File: config.mk
export PLATFORM = sky130hd
export DESIGN_NAME = multicycle_sequencer_flat
export DESIGN_NICKNAME = d
export VERILOG_FILES = /design/src/rtl/multicycle_sequencer_pkg.sv /design/src/rtl/multicycle_sequencer_if.sv /design/src/rtl/multicycle_sequencer_bus_wait_counter.sv /design/src/rtl/multicycle_sequencer.sv /design/src/flat_wrapper.sv
export SDC_FILE = /design/constraint.sdc
export NUM_CORES = 1
export LEC_CHECK = 0
export ABC_AREA = 0
export ABC_CLOCK_PERIOD_IN_PS = 2900
export CORE_UTILIZATION = 54
export CTS_BUF_LIST = sky130_fd_sc_hd__clkbuf_16
export DETAILED_ROUTE_END_ITERATION = 6
export GPL_ROUTABILITY_DRIVEN = 0
export PLACE_DENSITY_LB_ADDON = 0.2
export SLEW_MARGIN = 5
export SYNTH_ARGS = -nofsm -noshare
export SYNTH_HDL_FRONTEND = slang
export SYNTH_HIERARCHICAL = 1
export SYNTH_SLANG_ARGS = --single-unit
File: constraint.sdc
create_clock -name clock -period 2.9 [get_ports clock]
set_clock_uncertainty 0.15 [all_clocks]
set_input_delay 0.435 -clock clock [delete_from_list [all_inputs] [get_ports clock]]
set_output_delay 0.435 -clock clock [all_outputs]
set_load 0.005 [all_outputs]
File: src/rtl/multicycle_sequencer_pkg.sv
// rtl/multicycle_sequencer_pkg.sv - opcodes, state/class enums and select encodings for the sequencer
package multicycle_sequencer_pkg;

  localparam logic [6:0] OPC_OP       = 7'b0110011;
  localparam logic [6:0] OPC_OP_IMM   = 7'b0010011;
  localparam logic [6:0] OPC_LUI      = 7'b0110111;
  localparam logic [6:0] OPC_AUIPC    = 7'b0010111;
  localparam logic [6:0] OPC_LOAD     = 7'b0000011;
  localparam logic [6:0] OPC_STORE    = 7'b0100011;
  localparam logic [6:0] OPC_BRANCH   = 7'b1100011;
  localparam logic [6:0] OPC_JAL      = 7'b1101111;
  localparam logic [6:0] OPC_JALR     = 7'b1100111;
  localparam logic [6:0] OPC_MISC_MEM = 7'b0001111;
  localparam logic [6:0] OPC_SYSTEM   = 7'b1110011;

  typedef enum logic [2:0] {
    ST_FETCH     = 3'd0,
    ST_DECODE    = 3'd1,
    ST_EXECUTE   = 3'd2,
    ST_MEMORY    = 3'd3,
    ST_WRITEBACK = 3'd4,
    ST_HALT      = 3'd5
  } state_t;

  // CLS_NONE doubles as the reset value and the "unrecognised opcode" marker
  typedef enum logic [3:0] {
    CLS_NONE     = 4'd0,
    CLS_OP       = 4'd1,
    CLS_OP_IMM   = 4'd2,
    CLS_LUI      = 4'd3,
    CLS_AUIPC    = 4'd4,
    CLS_LOAD     = 4'd5,
    CLS_STORE    = 4'd6,
    CLS_BRANCH   = 4'd7,
    CLS_JAL      = 4'd8,
    CLS_JALR     = 4'd9,
    CLS_MISC_MEM = 4'd10,
    CLS_SYSTEM   = 4'd11
  } class_t;

  localparam logic [1:0] ALU_A_RS1    = 2'd0;
  localparam logic [1:0] ALU_A_PC     = 2'd1;
  localparam logic [1:0] ALU_A_ZERO   = 2'd2;
  localparam logic       ALU_B_RS2    = 1'b0;
  localparam logic       ALU_B_IMM    = 1'b1;
  localparam logic       PC_SRC_PLUS4 = 1'b0;
  localparam logic       PC_SRC_ALU   = 1'b1;
  localparam logic [1:0] WB_ALU       = 2'd0;
  localparam logic [1:0] WB_LOAD      = 2'd1;
  localparam logic [1:0] WB_PC4       = 2'd2;

  function automatic class_t decode_class(input logic [6:0] opcode);
    case (opcode)
      OPC_OP:       decode_class = CLS_OP;
      OPC_OP_IMM:   decode_class = CLS_OP_IMM;
      OPC_LUI:      decode_class = CLS_LUI;
      OPC_AUIPC:    decode_class = CLS_AUIPC;
      OPC_LOAD:     decode_class = CLS_LOAD;
      OPC_STORE:    decode_class = CLS_STORE;
      OPC_BRANCH:   decode_class = CLS_BRANCH;
      OPC_JAL:      decode_class = CLS_JAL;
      OPC_JALR:     decode_class = CLS_JALR;
      OPC_MISC_MEM: decode_class = CLS_MISC_MEM;
      OPC_SYSTEM:   decode_class = CLS_SYSTEM;
      default:      decode_class = CLS_NONE;
    endcase
  endfunction

endpackage

File: src/rtl/multicycle_sequencer_if.sv
// rtl/multicycle_sequencer_if.sv - bus handshake and datapath control bundle of the sequencer
interface multicycle_sequencer_if;

  logic [6:0] inst_opcode;
  logic       branch_taken;
  logic       inst_ready;
  logic       data_ready;
  logic       inst_read_enable;
  logic       inst_reg_write;
  logic       data_read_enable;
  logic       data_write_enable;
  logic [1:0] alu_a_select;
  logic       alu_b_select;
  logic       pc_write_enable;
  logic       pc_source;
  logic       regfile_write_enable;
  logic [1:0] writeback_select;
  logic       halted;
  logic       illegal_inst;
  logic       bus_error;

  modport slave (
    input  inst_opcode, branch_taken, inst_ready, data_ready,
    output inst_read_enable, inst_reg_write, data_read_enable, data_write_enable,
    output alu_a_select, alu_b_select, pc_write_enable, pc_source,
    output regfile_write_enable, writeback_select, halted, illegal_inst, bus_error
  );

  modport master (
    output inst_opcode, branch_taken, inst_ready, data_ready,
    input  inst_read_enable, inst_reg_write, data_read_enable, data_write_enable,
    input  alu_a_select, alu_b_select, pc_write_enable, pc_source,
    input  regfile_write_enable, writeback_select, halted, illegal_inst, bus_error
  );

endinterface

File: src/rtl/multicycle_sequencer_bus_wait_counter.sv
// rtl/multicycle_sequencer_bus_wait_counter.sv - consecutive bus-wait cycle counter with limit flag
module bus_wait_counter #(
  parameter int WAIT_LIMIT = 16
) (
  input  logic clock,
  input  logic reset,
  input  logic clear,
  input  logic count,
  output logic limit_reached
);

  localparam int              CW   = $clog2(WAIT_LIMIT + 1);
  localparam logic [CW-1:0]   LAST = CW'(WAIT_LIMIT - 1);

  logic [CW-1:0] count_q;

  // Saturates at the limit; the sequencer leaves the waiting state on that cycle anyway
  always_ff @(posedge clock or posedge reset) begin
    if (reset)
      count_q <= '0;
    else if (clear)
      count_q <= '0;
    else if (count && (count_q != LAST))
      count_q <= count_q + CW'(1);
  end

  assign limit_reached = (count_q == LAST);

endmodule

File: src/rtl/multicycle_sequencer.sv
// rtl/multicycle_sequencer.sv - multicycle fetch/decode/execute/memory/writeback control sequencer
module multicycle_sequencer
  import multicycle_sequencer_pkg::*;
#(
  parameter int WAIT_LIMIT = 16
) (
  input  logic                  clock,
  input  logic                  reset,
  multicycle_sequencer_if.slave bus
);

  state_t state;
  class_t inst_class;
  logic   halted_q;
  logic   illegal_q;
  logic   bus_error_q;
  logic   waiting;
  logic   wait_clear;
  logic   wait_limit;

  assign waiting    = ((state == ST_FETCH)  && !bus.inst_ready) ||
                      ((state == ST_MEMORY) && !bus.data_ready);
  assign wait_clear = !waiting;

  bus_wait_counter #(.WAIT_LIMIT(WAIT_LIMIT)) u_bus_wait_counter (
    .clock         (clock),
    .reset         (reset),
    .clear         (wait_clear),
    .count         (waiting),
    .limit_reached (wait_limit)
  );

  always_ff @(posedge clock or posedge reset) begin
    if (reset) begin
      state       <= ST_FETCH;
      inst_class  <= CLS_NONE;
      halted_q    <= 1'b0;
      illegal_q   <= 1'b0;
      bus_error_q <= 1'b0;
    end else begin
      case (state)
        ST_FETCH: begin
          // ready wins over a limit hit in the same cycle
          if (bus.inst_ready) begin
            state <= ST_DECODE;
          end else if (wait_limit) begin
            state       <= ST_HALT;
            bus_error_q <= 1'b1;
          end
        end
        ST_DECODE: begin
          inst_class <= decode_class(bus.inst_opcode);
          if (decode_class(bus.inst_opcode) == CLS_NONE) begin
            state     <= ST_HALT;
            illegal_q <= 1'b1;
          end else begin
            state <= ST_EXECUTE;
          end
        end
        ST_EXECUTE: begin
          case (inst_class)
            CLS_LOAD, CLS_STORE:       state <= ST_MEMORY;
            CLS_BRANCH, CLS_MISC_MEM:  state <= ST_FETCH;
            CLS_OP, CLS_OP_IMM, CLS_LUI, CLS_AUIPC, CLS_JAL, CLS_JALR:
                                       state <= ST_WRITEBACK;
            CLS_SYSTEM: begin
              state    <= ST_HALT;
              halted_q <= 1'b1;
            end
            default: begin
              state     <= ST_HALT;
              illegal_q <= 1'b1;
            end
          endcase
        end
        ST_MEMORY: begin
          if (bus.data_ready) begin
            state <= (inst_class == CLS_LOAD) ? ST_WRITEBACK : ST_FETCH;
          end else if (wait_limit) begin
            state       <= ST_HALT;
            bus_error_q <= 1'b1;
          end
        end
        ST_WRITEBACK: state <= ST_FETCH;
        default:      state <= ST_HALT;
      endcase
    end
  end

  // Controls decode from state and class; reset forces every control low immediately
  always_comb begin
    bus.inst_read_enable     = 1'b0;
    bus.inst_reg_write       = 1'b0;
    bus.data_read_enable     = 1'b0;
    bus.data_write_enable    = 1'b0;
    bus.alu_a_select         = ALU_A_RS1;
    bus.alu_b_select         = ALU_B_RS2;
    bus.pc_write_enable      = 1'b0;
    bus.pc_source            = PC_SRC_PLUS4;
    bus.regfile_write_enable = 1'b0;
    bus.writeback_select     = WB_ALU;
    if (!reset) begin
      case (state)
        ST_FETCH: begin
          bus.inst_read_enable = 1'b1;
          bus.inst_reg_write   = bus.inst_ready;
        end
        ST_EXECUTE: begin
          case (inst_class)
            CLS_OP_IMM, CLS_LOAD, CLS_STORE, CLS_JALR: begin
              bus.alu_b_select = ALU_B_IMM;
            end
            CLS_AUIPC, CLS_JAL: begin
              bus.alu_a_select = ALU_A_PC;
              bus.alu_b_select = ALU_B_IMM;
            end
            CLS_BRANCH: begin
              bus.alu_a_select    = ALU_A_PC;
              bus.alu_b_select    = ALU_B_IMM;
              bus.pc_write_enable = 1'b1;
              bus.pc_source       = bus.branch_taken;
            end
            CLS_LUI: begin
              bus.alu_a_select = ALU_A_ZERO;
              bus.alu_b_select = ALU_B_IMM;
            end
            CLS_MISC_MEM: bus.pc_write_enable = 1'b1;
            default: ;
          endcase
        end
        ST_MEMORY: begin
          if (inst_class == CLS_LOAD) begin
            bus.data_read_enable = 1'b1;
          end else begin
            bus.data_write_enable = 1'b1;
            bus.pc_write_enable   = bus.data_ready;
          end
        end
        ST_WRITEBACK: begin
          bus.regfile_write_enable = 1'b1;
          bus.pc_write_enable      = 1'b1;
          if (inst_class == CLS_LOAD) begin
            bus.writeback_select = WB_LOAD;
          end else if ((inst_class == CLS_JAL) || (inst_class == CLS_JALR)) begin
            bus.writeback_select = WB_PC4;
            bus.pc_source        = PC_SRC_ALU;
          end
        end
        default: ;
      endcase
    end
  end

  assign bus.halted       = halted_q;
  assign bus.illegal_inst = illegal_q;
  assign bus.bus_error    = bus_error_q;

endmodule

File: src/flat_wrapper.sv
// flat-port wrapper written by rule: the top's interface ports become plain ports
module multicycle_sequencer_flat import multicycle_sequencer_pkg::*;
#(
  parameter int WAIT_LIMIT = 16
)
  (clock, reset, bus_inst_opcode, bus_branch_taken, bus_inst_ready, bus_data_ready, bus_inst_read_enable, bus_inst_reg_write, bus_data_read_enable, bus_data_write_enable, bus_alu_a_select, bus_alu_b_select, bus_pc_write_enable, bus_pc_source, bus_regfile_write_enable, bus_writeback_select, bus_halted, bus_illegal_inst, bus_bus_error);
  multicycle_sequencer_if bus_i ();
  input  logic clock;
  input  logic reset;
  input wire logic [$bits(bus_i.inst_opcode)-1:0] bus_inst_opcode;
  input wire logic [$bits(bus_i.branch_taken)-1:0] bus_branch_taken;
  input wire logic [$bits(bus_i.inst_ready)-1:0] bus_inst_ready;
  input wire logic [$bits(bus_i.data_ready)-1:0] bus_data_ready;
  output wire logic [$bits(bus_i.inst_read_enable)-1:0] bus_inst_read_enable;
  output wire logic [$bits(bus_i.inst_reg_write)-1:0] bus_inst_reg_write;
  output wire logic [$bits(bus_i.data_read_enable)-1:0] bus_data_read_enable;
  output wire logic [$bits(bus_i.data_write_enable)-1:0] bus_data_write_enable;
  output wire logic [$bits(bus_i.alu_a_select)-1:0] bus_alu_a_select;
  output wire logic [$bits(bus_i.alu_b_select)-1:0] bus_alu_b_select;
  output wire logic [$bits(bus_i.pc_write_enable)-1:0] bus_pc_write_enable;
  output wire logic [$bits(bus_i.pc_source)-1:0] bus_pc_source;
  output wire logic [$bits(bus_i.regfile_write_enable)-1:0] bus_regfile_write_enable;
  output wire logic [$bits(bus_i.writeback_select)-1:0] bus_writeback_select;
  output wire logic [$bits(bus_i.halted)-1:0] bus_halted;
  output wire logic [$bits(bus_i.illegal_inst)-1:0] bus_illegal_inst;
  output wire logic [$bits(bus_i.bus_error)-1:0] bus_bus_error;
  assign bus_i.inst_opcode = bus_inst_opcode;
  assign bus_i.branch_taken = bus_branch_taken;
  assign bus_i.inst_ready = bus_inst_ready;
  assign bus_i.data_ready = bus_data_ready;
  assign bus_inst_read_enable = bus_i.inst_read_enable;
  assign bus_inst_reg_write = bus_i.inst_reg_write;
  assign bus_data_read_enable = bus_i.data_read_enable;
  assign bus_data_write_enable = bus_i.data_write_enable;
  assign bus_alu_a_select = bus_i.alu_a_select;
  assign bus_alu_b_select = bus_i.alu_b_select;
  assign bus_pc_write_enable = bus_i.pc_write_enable;
  assign bus_pc_source = bus_i.pc_source;
  assign bus_regfile_write_enable = bus_i.regfile_write_enable;
  assign bus_writeback_select = bus_i.writeback_select;
  assign bus_halted = bus_i.halted;
  assign bus_illegal_inst = bus_i.illegal_inst;
  assign bus_bus_error = bus_i.bus_error;
  multicycle_sequencer #(.WAIT_LIMIT(WAIT_LIMIT)) u_core (.clock(clock), .reset(reset), .bus(bus_i));
endmodule
==> results_dict.tcl, run 1 <==
set metrics [dict create \
    setup_tns_ps 0 \
    start_util_pct 56.8 \
    holdPathStages 1 \
    port_buffers 26 \
    core_mm2 0.00219 \
    setup_viol 0 \
    yosysSeqAreaShare_pct 30.2 \
    setup_slack_ps 172 \
    vias 1225 \
    overflow 0 \
    drc_errors 0 \
    cts_tree "done" \
    yosysMostFrequentCell "nor2_1" \
    wirelength_met1_um 1290 \
    syn_avg_cell_area_um2 7.77 \
    min_period_ps 2730 \
    finalMaxSlewViolations 0 \
    syn2layout_area_growth_pct 28.2 \
    ys_dominant_reg_cell "dfrtp_1" \
    syn_nets 174 \
    power.density_mw_per_mm2 338 \
    die_x_um 50.0 \
    max-clock-path-buffers 2 \
    hold_path.class "reg -> reg" \
    yosysWarnings 6 \
    total_leakage_power_nw 0.644 \
    grt_pass1_vias 1181 \
    synth_area_leader_cell "dfrtp_1" \
    synth_top_area_share_pct 30.2 \
    rsz0062_at_grt "false" \
    drv_cap 0 \
    grt_pass1_wl_um 5230 \
    clockRootBuffer "clkbuf_16" \
    row_count 17 \
    clk_latency_ps 240 \
    syn_inst 160 \
    synth-seq-cells 15 \
    numClockSinks 15 \
    r2r_cells 7 \
    relSlewSlack_pct 72.6 \
    fill_cells 169 \
    htreeDepth 1 \
    required_ps 2320 \
    synthArstFlopShare_pct 100 \
    route.met2.wl_um 1530 \
    antenna_found_initial 0 \
    ys_types 50 \
    drive_gt1_share_pct 7.65 \
    drt_wl_total_um 2900 \
    boundaryPins 27 \
    dpl_worst_slack_ps 190 \
    grt_max_degree 16 \
    diodes 0 \
    fin_crit_sh_pct 94.1 \
    synth_edf_count 0 \
    grtUsageTotal_pct 27.0 \
    nets 198 \
    yosys-top-cells-area "dfrtp_1 (30%), nor2_1 (5.4%), a21oi_1 (4.4%)" \
    hold_viol 0 \
    wl_met3_um 78 \
    viasPerCell 5.81 \
    synth_common_cells "nor2_1 (18), dfrtp_1 (15), nand2_1 (12), a21oi_1 (11), o21ai_0 (11)" \
    fmax_ghz 0.367 \
    path_max_fanout 4 \
    cp-start-kind "input port" \
    die_y_um 50.0 \
    tightest_slew_ps 412 \
    topRoutingLayerUsed "met3" \
    ir_worst_vdd_uv 390 \
    cts.clk_slew.worst_paths_ps 50 \
    wire_per_inst_um 13.7 \
    finalPower_uw 539 \
    hold_ws_ps 303 \
    post_cts_buffers 0 \
    end_kind "primary output" \
    synth_area_mm2 0.00124 \
    status "finished, final reports clean" \
    numCtsBuffers 3 \
    drtIter0Drc 25 \
    ant_nets 0 \
    die-area_mm2 0.00250 \
    first_pass_iters 4 \
    crit_arrival_ps 2140 \
    critical_path_class "in -> out" \
    dp_hpwl_um 2110 \
]
## metal layers
metal | vias to the layer above | track usage (%)
li1 | 621 | -
met1 | 578 | 34.2
met2 | 26 | 48.0
met3 | 0 | 3.70
met4 | 0 | 5.71
met5 | - | 0
## placed cells by master (no fill, tap or decap), drive strengths merged, types with 2 or more instances in the layout
master and count:
nor2 19, and2 2, clkbuf 3, xor2 3, clkdlybuf4s50 26, nor2b 6, inv 7, nand3b 5
dfrtp 15, or3 2, ha 2, buf 5, a31oi 2, o31ai 4, and3 2, nor4b 3
nand3 3, nand2 12, nand4b 2, nor3b 2, a22o 2, nand2b 4, o21ai 12, a21oi 12
nor3 5, a211oi 2, mux2 2, nor4 4
## logic make-up after synthesis
logic type | Yosys count | synth area share [%]
fa+ha+maj | 2 | 2.01
xor+xnor | 4 | 2.82
compound gates | 43 | 21.6
flops | 15 | 30.2
buf+inv | 18 | 6.84
simple gates | 75 | 33.9
mux | 3 | 2.62
## state kept, by name, indices dropped and copies added, names as in the netlist
signal and cells:
u_core/u_bus_wait_counter/count_q 5, u_core/inst_class 4, u_core/state 3, u_core/bus.bus_error 1, u_core/bus.halted 1, u_core/bus.illegal_inst 1
## power breakdown
group          internal [mW]  switching [mW]
clock network          0.182          0.0756
registers              0.211         0.00411
logic                 0.0313          0.0346
## path summary, 6_finish.rpt
check / end / start / slack, ps
setup / recovery: bus_writeback_select[1] / reset / 170
hold / removal: u_core/bus.bus_error / u_core/bus.bus_error / 300
setup reg to reg: u_core/u_bus_wait_counter/count_q[3] / u_core/state[0] / 760
hold reg to reg: u_core/bus.bus_error / u_core/bus.bus_error / 300
max in group asynchronous: u_core/state[1] / reset / 1720
min in group asynchronous: u_core/u_bus_wait_counter/count_q[2] / reset / 490
## metrics by stage
stage / area, um2 / instances / utilization [%]
detailed placement: 1510 / 207 / 69.1
finish: 1590 / 211 / 72.8
floorplan: 1240 / 160 / -
global placement: 1510 / 207 / 69.1
CTS: 1590 / 211 / 72.7
global route: 1590 / 211 / 72.8
## repair_timing
item,in CTS,in global routing
endpoints found under the setup margin,0,1
hold buffers,0,0
gates resized for setup,0,1
endpoints found under the hold margin,0,0
## critical path: stages
cell and delay, ps:
clkdlybuf4s50_1 450, or3_1 420, nor4b_1 280, clkdlybuf4s50_1 550
## layout make-up
| cell class | count | area [um2] | share of cell area [%] |
|---|---|---|---|
| Multi-Input combinational cell | 127 | 783 | 49.1 |
| Sequential cell | 15 | 377 | 23.6 |
| Timing Repair Buffer | 31 | 298 | 18.7 |
| Clock buffer | 3 | 75.1 | 4.71 |
| Tap cell | 28 | 35.0 | 2.20 |
| Inverter | 6 | 22.5 | 1.41 |
| Clock inverter | 1 | 3.75 | 0.235 |
Note: power is estimated with default switching activity, not from simulation.
==> run 2, diff against run 1 <==
--- a/config.mk
+++ b/config.mk
@@ -12,6 +12,7 @@
 export DETAILED_ROUTE_END_ITERATION = 6
 export GPL_ROUTABILITY_DRIVEN = 0
 export PLACE_DENSITY_LB_ADDON = 0.2
+export SKIP_CTS_REPAIR_TIMING = 1
 export SLEW_MARGIN = 5
 export SYNTH_ARGS = -nofsm -noshare
 export SYNTH_HDL_FRONTEND = slang
==> results of run 2 <==
Final layout, timing and power as in run 1 (identical DEF).
==> run 3, diff against run 2 <==
--- a/config.mk
+++ b/config.mk
@@ -12,6 +12,7 @@
 export DETAILED_ROUTE_END_ITERATION = 6
 export GPL_ROUTABILITY_DRIVEN = 0
 export PLACE_DENSITY_LB_ADDON = 0.2
+export RECOVER_POWER = 100
 export SKIP_CTS_REPAIR_TIMING = 1
 export SLEW_MARGIN = 5
 export SYNTH_ARGS = -nofsm -noshare
==> run 3 against run 2 <==
  * Sequential share of layout area is 0.32 points higher
  * Die area unchanged
  * Setup slack better by 0.54 ps
  * Global-route usage unchanged
  * Total power fell by 0.25%
  * Sequential power barely moved
  * Critical endpoint unchanged
  * Non-clock buffer count unchanged
==> results_dict.tcl, run 3 (synthesis gave the netlist of run 1 again) <==
set metrics [dict create \
    core_mm2 0.00219 \
    final_area_mm2 0.00157 \
    drc_errors 0 \
    max_stage_delay_ps 550 \
    reg.largest.list "u_core/u_bus_wait_counter/count_q (5), u_core/inst_class (4), u_core/state (3)" \
    die_x_um 50.0 \
    drtIter0Drc 17 \
    min_period_ps 2730 \
    finalPower_uw 538 \
    holdPathStages 1 \
    die_y_um 50.0 \
    diodes 0 \
    nets 198 \
    syn2layout_area_growth_pct 26.5 \
    crit_path_frequent_cell "clkdlybuf4s50_1" \
    setup_tns_ps 0 \
    r2r_cells 7 \
    grt_max_degree 16 \
    dp_hpwl_um 2110 \
    boundaryPins 27 \
    htreeDepth 1 \
    port_buffers 26 \
    relSlewSlack_pct 71.0 \
    hold_viol 0 \
    rr_endpoint "u_core/u_bus_wait_counter/count_q[3]" \
    first_pass_iters 4 \
    viasPerCell 5.80 \
    die-area_mm2 0.00250 \
    fin_crit_sh_pct 94.1 \
    critical_path_class "in -> out" \
    hold_start "u_core/bus.bus_error" \
    dpl_cell_area_mm2 0.00151 \
    cp-start-kind "input port" \
    total_leakage_power_nw 0.663 \
    cts_tree "done" \
    ir_worst_vdd_uv 393 \
    clk_latency_ps 240 \
    fmax_ghz 0.367 \
    numClockSinks 15 \
    finalMaxSlewViolations 0 \
    min_to "u_core/bus.bus_error" \
    drv_cap 0 \
    power.density_mw_per_mm2 342 \
    tightest_slew_ps 434 \
    setup_viol 0 \
    row_count 17 \
    crit_slowest_cell "clkdlybuf4s50_1" \
    max-clock-path-buffers 2 \
    overflow 0 \
    grt_pass1_wl_um 5230 \
    required_ps 2320 \
    path_max_fanout 4 \
    clockRootBuffer "clkbuf_16" \
    vias 1224 \
    crit_family "buffers and inverters" \
    rr_startpoint "u_core/state[0]" \
    grt_pass1_vias 1181 \
    numCtsBuffers 3 \
    drt_wl_total_um 2910 \
    grtUsageTotal_pct 27.0 \
    ff2ff_setup_slack_ps 470 \
    cts.clk_slew.worst_paths_ps 50 \
    rsz0062_at_grt "false" \
    wire_per_inst_um 13.8 \
    status "finished, final reports clean" \
    antenna_found_initial 0 \
    layout_commonest_cell "nor2_1" \
    largest_reg_flops 5 \
    start_util_pct 56.8 \
    ant_nets 0 \
    end_kind "primary output" \
    crit_arrival_ps 2140 \
    regMostFlops "u_core/u_bus_wait_counter/count_q" \
    hold_path.class "reg -> reg" \
    cp_cell_sequence "clkdlybuf4s50_1 -> or3_1 -> nor4b_1 -> clkdlybuf4s50_1" \
    final_cell_mix "nor2_1 (18), clkdlybuf4s50_1 (14), dfrtp_1 (14)" \
    drive_gt1_share_pct 4.92 \
    crit_buf_inv 2 \
]
[run 3: layout make-up]
type	count	area (um2)
clock buffers	3	75.1
flip-flops and latches	15	377
clock inverters	1	3.75
multi-input cells	127	769
fillers	171	618
inverters	6	22.5
well taps	28	35.0
repair buffers	31	290
[run 3: how the worst max path moves through the flow]
stage,from,to,cells after the start
2_1_floorplan,u_core/u_bus_wait_counter/count_q[0],u_core/u_bus_wait_counter/count_q[3],6
3_5_place_dp,bus_data_ready,bus_pc_write_enable,7
6_report,reset,bus_writeback_select[1],4
5_1_grt,bus_data_ready,bus_pc_write_enable,7
3_3_place_gp,bus_data_ready,bus_pc_write_enable,7
4_1_cts,u_core/state[1],bus_writeback_select[1],4
[run 3: metrics by stage]
step	std cells	util, %	hold WS [ps]	setup WS (ps)
after global routing	211	71.8	324	23.7
final	211	71.8	295	172
after floorplan	160	-	63.5	1040
after detailed placement	207	69.1	294	190
after CTS	211	72.7	304	156
after global placement	207	69.1	289	228
[run 3: layer usage]
metal	track usage [%]	vias to the layer above	routed length, um
met2	48.0	31	1540
met1	34.2	572	1290
li1	-	621	-
met5	0	-	0
met4	5.71	0	0
met3	3.70	0	83
[run 3: power by group]
group | internal (mW) | switching (mW)
registers | 0.211 | 0.00415
clock network | 0.182 | 0.0766
logic | 0.0293 | 0.0341
